File: src/rtl/issue_scoreboard.sv
// In-order issue controller: scoreboard of pending register writes, hazard
// detection (RAW/WAW/multiplier/writeback port) and writeback slot scheduling.
module issue_scoreboard #(
  parameter int ALU_LAT = 1,
  parameter int LSU_LAT = 2,
  parameter int MUL_LAT = 3
) (
  input  logic       clk,
  input  logic       reset,
  input  logic       id_valid,
  input  logic [3:0] id_opcode,
  input  logic [2:0] id_rd,
  input  logic [2:0] id_rs1,
  input  logic [2:0] id_rs2,
  input  logic       id_imm_flag,
  input  logic       is_branch_taken,
  output logic       stall,
  output logic       issue_valid,
  output logic [1:0] issue_unit,
  output logic [3:0] issue_opcode,
  output logic [2:0] issue_rd,
  output logic [7:0] busy_mask,
  output logic       wb_valid,
  output logic [2:0] wb_rd
);

  localparam logic [1:0] UNIT_ALU = 2'd0;
  localparam logic [1:0] UNIT_MUL = 2'd1;
  localparam logic [1:0] UNIT_LSU = 2'd2;
  localparam logic [1:0] UNIT_BR  = 2'd3;

  logic [7:0] r_busy;
  logic [6:0] r_resValid;
  logic [2:0] r_resRd [7];
  logic [2:0] r_mulCnt;
  logic       r_issueValid;
  logic [1:0] r_issueUnit;
  logic [3:0] r_issueOpcode;
  logic [2:0] r_issueRd;

  logic       w_isNop, w_isMul, w_isLsu, w_isBr, w_writesRd, w_reserves;
  logic [1:0] w_unit;
  logic [2:0] w_lat;
  logic [7:0] w_wbClear, w_effBusy, w_resExt, w_busyNext;
  logic       w_raw, w_waw, w_mulBusy, w_wbConflict, w_hazard, w_accept, w_issue;
  logic [6:0] w_resValidNext;
  logic [2:0] w_resRdNext [7];

  assign w_isNop    = (id_opcode == 4'h0);
  assign w_isMul    = (id_opcode == 4'hA) || (id_opcode == 4'hB);
  assign w_isLsu    = (id_opcode == 4'hC);
  assign w_isBr     = (id_opcode >= 4'hD);
  assign w_unit     = w_isMul ? UNIT_MUL : w_isLsu ? UNIT_LSU : w_isBr ? UNIT_BR : UNIT_ALU;
  assign w_lat      = w_isMul ? 3'(MUL_LAT) : w_isLsu ? 3'(LSU_LAT) : 3'(ALU_LAT);
  assign w_writesRd = !w_isNop && !w_isBr;
  // r0 writes use no writeback port, so they neither reserve nor conflict
  assign w_reserves = w_writesRd && (id_rd != 3'd0);

  assign wb_valid  = r_resValid[0];
  assign wb_rd     = r_resRd[0];
  assign w_wbClear = wb_valid ? (8'b1 << wb_rd) : 8'b0;
  assign w_effBusy = r_busy & ~w_wbClear;
  assign w_resExt  = {1'b0, r_resValid};

  assign w_raw        = w_effBusy[id_rs1] || (!id_imm_flag && w_effBusy[id_rs2]);
  assign w_waw        = w_writesRd && w_effBusy[id_rd];
  assign w_mulBusy    = w_isMul && (r_mulCnt != 3'd0);
  assign w_wbConflict = w_reserves && w_resExt[w_lat];
  assign w_hazard     = id_valid && !w_isNop && (w_raw || w_waw || w_mulBusy || w_wbConflict);

  assign stall    = w_hazard && !is_branch_taken && !reset;
  assign w_accept = id_valid && !w_hazard && !is_branch_taken && !reset;
  assign w_issue  = w_accept && !w_isNop;

  // Shift reservations toward the head; a new reservation lands at L-1 so it
  // reaches the head exactly L cycles after acceptance.
  always_comb begin
    w_busyNext = r_busy & ~w_wbClear;
    if (w_issue && w_reserves) w_busyNext[id_rd] = 1'b1;
    for (int i = 0; i < 6; i++) begin
      w_resValidNext[i] = r_resValid[i+1];
      w_resRdNext[i]    = r_resRd[i+1];
    end
    w_resValidNext[6] = 1'b0;
    w_resRdNext[6]    = 3'd0;
    if (w_issue && w_reserves) begin
      w_resValidNext[w_lat - 3'd1] = 1'b1;
      w_resRdNext[w_lat - 3'd1]    = id_rd;
    end
  end

  always_ff @(posedge clk) begin
    if (reset) begin
      r_busy        <= 8'd0;
      r_resValid    <= 7'd0;
      for (int i = 0; i < 7; i++) r_resRd[i] <= 3'd0;
      r_mulCnt      <= 3'd0;
      r_issueValid  <= 1'b0;
      r_issueUnit   <= 2'd0;
      r_issueOpcode <= 4'd0;
      r_issueRd     <= 3'd0;
    end else begin
      r_busy     <= w_busyNext;
      r_resValid <= w_resValidNext;
      for (int i = 0; i < 7; i++) r_resRd[i] <= w_resRdNext[i];
      if (w_issue && w_isMul)
        r_mulCnt <= 3'(MUL_LAT - 1);
      else if (r_mulCnt != 3'd0)
        r_mulCnt <= r_mulCnt - 3'd1;
      r_issueValid <= w_issue;
      if (w_issue) begin
        r_issueUnit   <= w_unit;
        r_issueOpcode <= id_opcode;
        r_issueRd     <= id_rd;
      end
    end
  end

  assign issue_valid  = r_issueValid;
  assign issue_unit   = r_issueUnit;
  assign issue_opcode = r_issueOpcode;
  assign issue_rd     = r_issueRd;
  assign busy_mask    = r_busy;

endmodule

File: config.mk
export PLATFORM = sky130hd
export DESIGN_NAME = issue_scoreboard
export DESIGN_NICKNAME = d
export VERILOG_FILES = /design/src/rtl/issue_scoreboard.sv
export SDC_FILE = /design/constraint.sdc
export NUM_CORES = 1
export LEC_CHECK = 0
export CORE_MARGIN = 5
export CORE_UTILIZATION = 37
export CTS_BUF_LIST = sky130_fd_sc_hd__clkbuf_8 sky130_fd_sc_hd__clkbuf_16
export CTS_CLUSTER_DIAMETER = 100
export DETAILED_ROUTE_END_ITERATION = 16
export PLACE_DENSITY = 0.63
export SYNTH_ARGS = -nofsm -noshare
export SYNTH_HDL_FRONTEND = slang
export SYNTH_SLANG_ARGS = --single-unit
File: constraint.sdc
create_clock -name clk -period 2.76 [get_ports clk]
set_input_delay 0.552 -clock clk [delete_from_list [all_inputs] [get_ports clk]]
set_output_delay 0.552 -clock clk [all_outputs]
set_load 0.02 [all_outputs]
Yosys cells after proc, flatten, opt, wreduce, memory -nomap -nowiden
Memories as Yosys holds them, arrays and structs flattened.
Cells that the tools add are included.
{"block": "totals", "ram_bits": 21, "n_memories": 1, "elab_cells": 111, "register_bits": 28, "in_bits": 18}
{"name": "r_resRd", "depth": 7, "width": 3, "rd": 7, "rd_ports_with_merged_regs": 0, "write_ports": 7, "line_no": "34", "rtl": "logic [2:0] r_resRd [7];"}
{"block": "op_classes", "shifts": 1, "n_reduce_logical": 36, "magnitude_cmp": 10, "bitwise_logic": 13, "add_sub_neg": 2, "n_mux": 36, "n_eq_ne": 3}
{"operator": "2-to-1 mux 3 bit", "count": 8}
{"operator": "bitwise mux 21 bit", "count": 1}
{"operator": "2-to-1 mux 21 bit", "count": 1}
{"operator": "logical AND 1 bit", "count": 19}
{"operator": "less-than comparator 3 x 4 -> 1 bit, second input constant", "count": 4}
{"operator": "2-to-1 mux 8 bit", "count": 2}
{"operator": "2-to-1 mux 2 bit", "count": 7}
{"operator": "binary-select mux 1 bit (select 3 bit)", "count": 4}
{"operator": "equality test 4 bit, second input constant", "count": 3}
{"operator": "demux 3 bit (select 3 bit)", "count": 1}
{"operator": "2-to-1 mux 1 bit", "count": 9}
{"operator": "AND 8 bit", "count": 1}
{"operator": ">= comparator 4 bit, second input constant", "count": 2}
{"operator": "NOT 8 bit", "count": 1}
{"operator": "OR 8 bit", "count": 1}
{"operator": "left shift 1 x 3 -> 8 bit, first input constant", "count": 1}
{"operator": "OR 1 bit", "count": 7}
{"operator": "OR 6 x 7 -> 7 bit", "count": 1}
{"operator": "demux 1 bit (select 3 bit)", "count": 2}
{"operator": ">= comparator 3 x 1 -> 1 bit, second input constant", "count": 2}
{"operator": "zero test 1 bit", "count": 6}
{"operator": "2-to-1 mux 6 bit", "count": 1}
{"operator": "nonzero test 3 bit", "count": 2}
{"operator": "logical OR 1 bit", "count": 5}
{"operator": "other kinds (9)", "count": 10}

Logic depth before layout (Yosys ltp)
An unclocked memory read counts as a cell.
{"block": "depth", "word_depth": 21, "mapped_depth": 9, "mapped_depth_nobuf": 9}

Worst setup path before layout
OpenSTA, ideal clock, no wires.
{"block": "synth_path", "path_type": "register to output", "from": "mem r_resRd[0][1]", "to": "out stall", "path_stages_with_launch": 7, "required_ns": 2.208, "slack_ns": -0.076, "arrival_time_ns": 2.284, "path_buffers": 1, "path_cell_list": "dfxtp_1 -> and4bb_1 -> o311a_1 -> or4_4 -> and4_1 -> buf_2 -> nor2_1"}
{"item": "start, declared", "line_no": "34"}
{"item": "end, declared", "line_no": "17", "rtl": "output logic stall,"}

Worst setup path after layout
{"block": "layout_path", "from": "in id_rs1[1]", "to": "out stall"}
{"block": "layout_between", "elab_chain_cells": 9}
{"item": "start, declared", "line_no": "13", "rtl": "input logic [2:0] id_rs1,"}
{"item": "binary-select mux 1 bit (select 3 bit)", "line_no": "65", "rtl": "assign w_raw = w_effBusy[id_rs1] || (!id_imm_flag && w_effBusy[id_rs2]);"}
{"item": "2-to-1 mux 1 bit (not written as such)", "line_no": "65"}
{"item": "logical OR 1 bit", "line_no": "65"}
{"item": "logical OR 1 bit (3 in series)", "line_no": "69", "rtl": "assign w_hazard = id_valid && !w_isNop && (w_raw || w_waw || w_mulBusy || w_wbConflict);"}
{"item": "logical AND 1 bit", "line_no": "69"}
{"item": "logical AND 1 bit (2 in series)", "line_no": "71", "rtl": "assign stall = w_hazard && !is_branch_taken && !reset;"}
Every way passes these cells. The select of a mux whose other input is x is not followed.

==> impl_metrics.env <==
export IMPL_dp_cells=405
export IMPL_clockRootBuffer="clkbuf_8"
export IMPL_n_fill_cell=547
export IMPL_ys_ff_latch=49
export IMPL_drt_wl_total_um=5890
export IMPL_dr_total_vias=2172
export IMPL_insertion_delay_ns=0.30
export IMPL_fmax_mhz=368
export IMPL_fin_crit_ns=2.71
export IMPL_area_delta_synth_final_pct=45.8
export IMPL_syn_avg_cell_area_um2=9.21
export IMPL_setup_violations=0
export IMPL_ys_seq_area_share_pct=42.6
export IMPL_fin_cells=422
export IMPL_rows=28
export IMPL_synthSimpleGateAreaFrac_pct=29.9
export IMPL_finalPower_mw=1.52
export IMPL_antenna_found_initial=0
export IMPL_vias_per_cell=5.15
export IMPL_grt_pass1_vias=2071
export IMPL_detail_route_antenna_nets=0
export IMPL_drc=0
export IMPL_layout_nets=365
export IMPL_setup_tns_ns=0
export IMPL_grt_max_degree=51
export IMPL_final_max_slew_viol_count=0
export IMPL_grt_util_all_layers_pct=15.3
export IMPL_initial_utilization_pct=38.4
export IMPL_period_share_pct=98.3
export IMPL_skew_ns=0.00631
export IMPL_io_buffers=40
export IMPL_synth_enable_flop_cells=0
export IMPL_dpl_instance_area_mm2=0.00313
export IMPL_startpoint_type="input pin"
export IMPL_r2r_slack_ns=0.16
export IMPL_leakage_nw=1.30
export IMPL_synth_top_family_by_area="simple AND/OR/NAND/NOR gates"
export IMPL_ir_drop_mv=0.404
export IMPL_endpoint_kind="output port"
export IMPL_die_x_um=88.9
export IMPL_firstDrtPassIters=4
export IMPL_synth_compound_area_share_pct=19.4
export IMPL_grt_overflow=0
export IMPL_path_max_fanout=7
export IMPL_htreeDepth=2
export IMPL_synth_ff_type="dfxtp_1"
export IMPL_hold_path_class="register to register"
export IMPL_grt_setup_unrepaired="true"
export IMPL_fp_dieH_um=88.9
export IMPL_synth_cell_types=59
export IMPL_status="completed"
export IMPL_clock_sinks=49
export IMPL_grt_pass1_wl_um=9560
export IMPL_seqCellArea_um2=986
export IMPL_place_hpwl_um=4340
export IMPL_gp_congestion=0.881
export IMPL_io_pins=41
export IMPL_multi_input_area_mm2=0.00131
export IMPL_syn_inst=250
export IMPL_ys_warn_count=0
export IMPL_cts_tree="built"
export IMPL_synthMuxAreaShare_pct=3.10
export IMPL_cp_arrival_ns=2.16
export IMPL_dieArea_mm2=0.00790
export IMPL_async_flop_share_pct=0
export IMPL_powerDensity_mw_per_mm2=453
export IMPL_clock_path_buffers=2
export IMPL_numCtsBuffers=5
export IMPL_max_cap_violations=0
export IMPL_drtIter0Drc=99
export IMPL_pre_cts_slack_ns=-0.644
export IMPL_required_ns=2.21
export IMPL_diodes=0
export IMPL_synthAdderAreaFrac_pct=0.543
export IMPL_finalWorstSetupSlack_ns=0.0457
export IMPL_routedWlPerCell_um=14.0
export IMPL_hold_viol_final=0
export IMPL_netlist_area_mm2=0.00230
export IMPL_drive_gt1_share_pct=28.0
export IMPL_cts_hold_fix_buffers=0
export IMPL_synth_xor_area_share_pct=0.380
export IMPL_setup_worst_path_class="input pin to output port"
export IMPL_fin_area_mm2=0.00336
export IMPL_clk_pin_slew_worst_paths_ns=0.10
export IMPL_core_area_mm2=0.00599
power breakdown:
part,internal (mW),switching [mW]
Combinational,0.163,0.170
Sequential,0.736,0.0149
Clock,0.184,0.251
Total,1.08,0.436
registers in the layout (all words and copies together), names as in the netlist:
signal	cells
issue_unit	2
r_resValid	7
busy_mask	8
r_resRd	21
r_mulCnt	3
issue_opcode	4
issue_rd	3
issue_valid	1
area by class of cell:
class	count	area share, %
Timing Repair Buffer	98	24.7
Clock inverter	3	0.783
Clock buffer	5	2.05
Sequential cell	49	29.4
Multi-Input combinational cell	181	39.0
Tap cell	75	2.80
Inverter	11	1.23
synth_stat cells (2+ instances only):
cell | n | area (um2)
o22ai_1 | 4 | 25.0
nor2b_1 | 18 | 113
mux2i_1 | 6 | 60.1
o32ai_1 | 2 | 17.5
buf_2 | 2 | 10.0
nor2_1 | 10 | 37.5
o21ai_0 | 15 | 75.1
and2_1 | 5 | 31.3
nand4bb_1 | 2 | 22.5
or4_1 | 5 | 37.5
or3_1 | 2 | 12.5
inv_1 | 10 | 37.5
a21oi_1 | 16 | 80.1
nand3_1 | 19 | 95.1
nand4_2 | 2 | 25.0
dfxtp_1 | 49 | 981
and3_1 | 3 | 18.8
buf_1 | 2 | 7.51
nand4b_1 | 4 | 35.0
clkbuf_1 | 8 | 30.0
a221oi_1 | 2 | 17.5
nand2b_1 | 13 | 81.3
nand2_1 | 13 | 48.8
or4_4 | 2 | 22.5
a32oi_1 | 2 | 17.5
per-stage QoR:
stage                     hold WS [ns]  utilization (%)
after floorplan                  0.414                -
after global placement           0.417             52.3
after detailed placement         0.425             52.3
after CTS                        0.449             54.9
after global routing             0.461             56.0
final                            0.445             56.0
layout by cell type (no fill, tap or decap), drive strengths merged, types with 2 or more instances in the layout:
cell type,count
a21oi,16
a221oi,2
a31oi,2
a32oi,2
and2,5
and3,3
buf,59
clkbuf,5
clkdlybuf4s50,30
clkinvlp,2
conb,4
dfxtp,49
dlygate4sd2,8
inv,12
mux2i,6
nand2,14
nand2b,13
nand3,19
nand4,4
nand4b,4
nand4bb,2
nor2,10
nor2b,18
nor3b,2
o2111ai,2
o21ai,16
o22ai,4
o32ai,3
or3,2
or4,7
timing repair:
item,in CTS,in global routing
gates resized for setup,23,10
setup buffers,5,4
pin swaps,4,8
endpoints found under the setup margin,1,2
cells by family (layout without fill, tap and decap cells):
logic type | Yosys count | in the layout
AO/OA/AOI/OAI | 59 | 59
XOR/XNOR | 1 | 1
adder cells (fa/ha/maj) | 1 | 1
buffers and inverters | 23 | 117
flip-flops | 49 | 49
multiplexers | 7 | 7
other | 1 | 4
AND/OR/NAND/NOR | 109 | 109
final timing paths:
check                                 from                       end  depth (start not counted)
setup / recovery                 id_rs1[1]                     stall                          6
hold / removal    r_resValid[4]$_SDFF_PP0_  r_resValid[3]$_SDFF_PP0_                          1
setup reg to reg  r_resRd[0][2]$_SDFF_PP0_   busy_mask[6]$_SDFF_PP0_                         12
hold reg to reg   r_resValid[4]$_SDFF_PP0_  r_resValid[3]$_SDFF_PP0_                          1
worst max-delay path, stage by stage:
cell           delay, ns
dlygate4sd2_1       0.31
o311a_1             0.38
or4_4               0.53
and4_4              0.20
nor2_4              0.08
buf_6               0.12
metal layers:
layer / track usage (%) / share of wire, % / vias up / routed length (um)
met5: 0 / 0 / - / 0
met4: 5.22 / 1.6 / 0 / 97
met3: 2.89 / 4.4 / 8 / 260
met2: 26.7 / 49 / 36 / 2870
met1: 18.9 / 45 / 1023 / 2670
li1: - / - / 1105 / -
No activity file was read; power rests on OpenSTA's default activity.
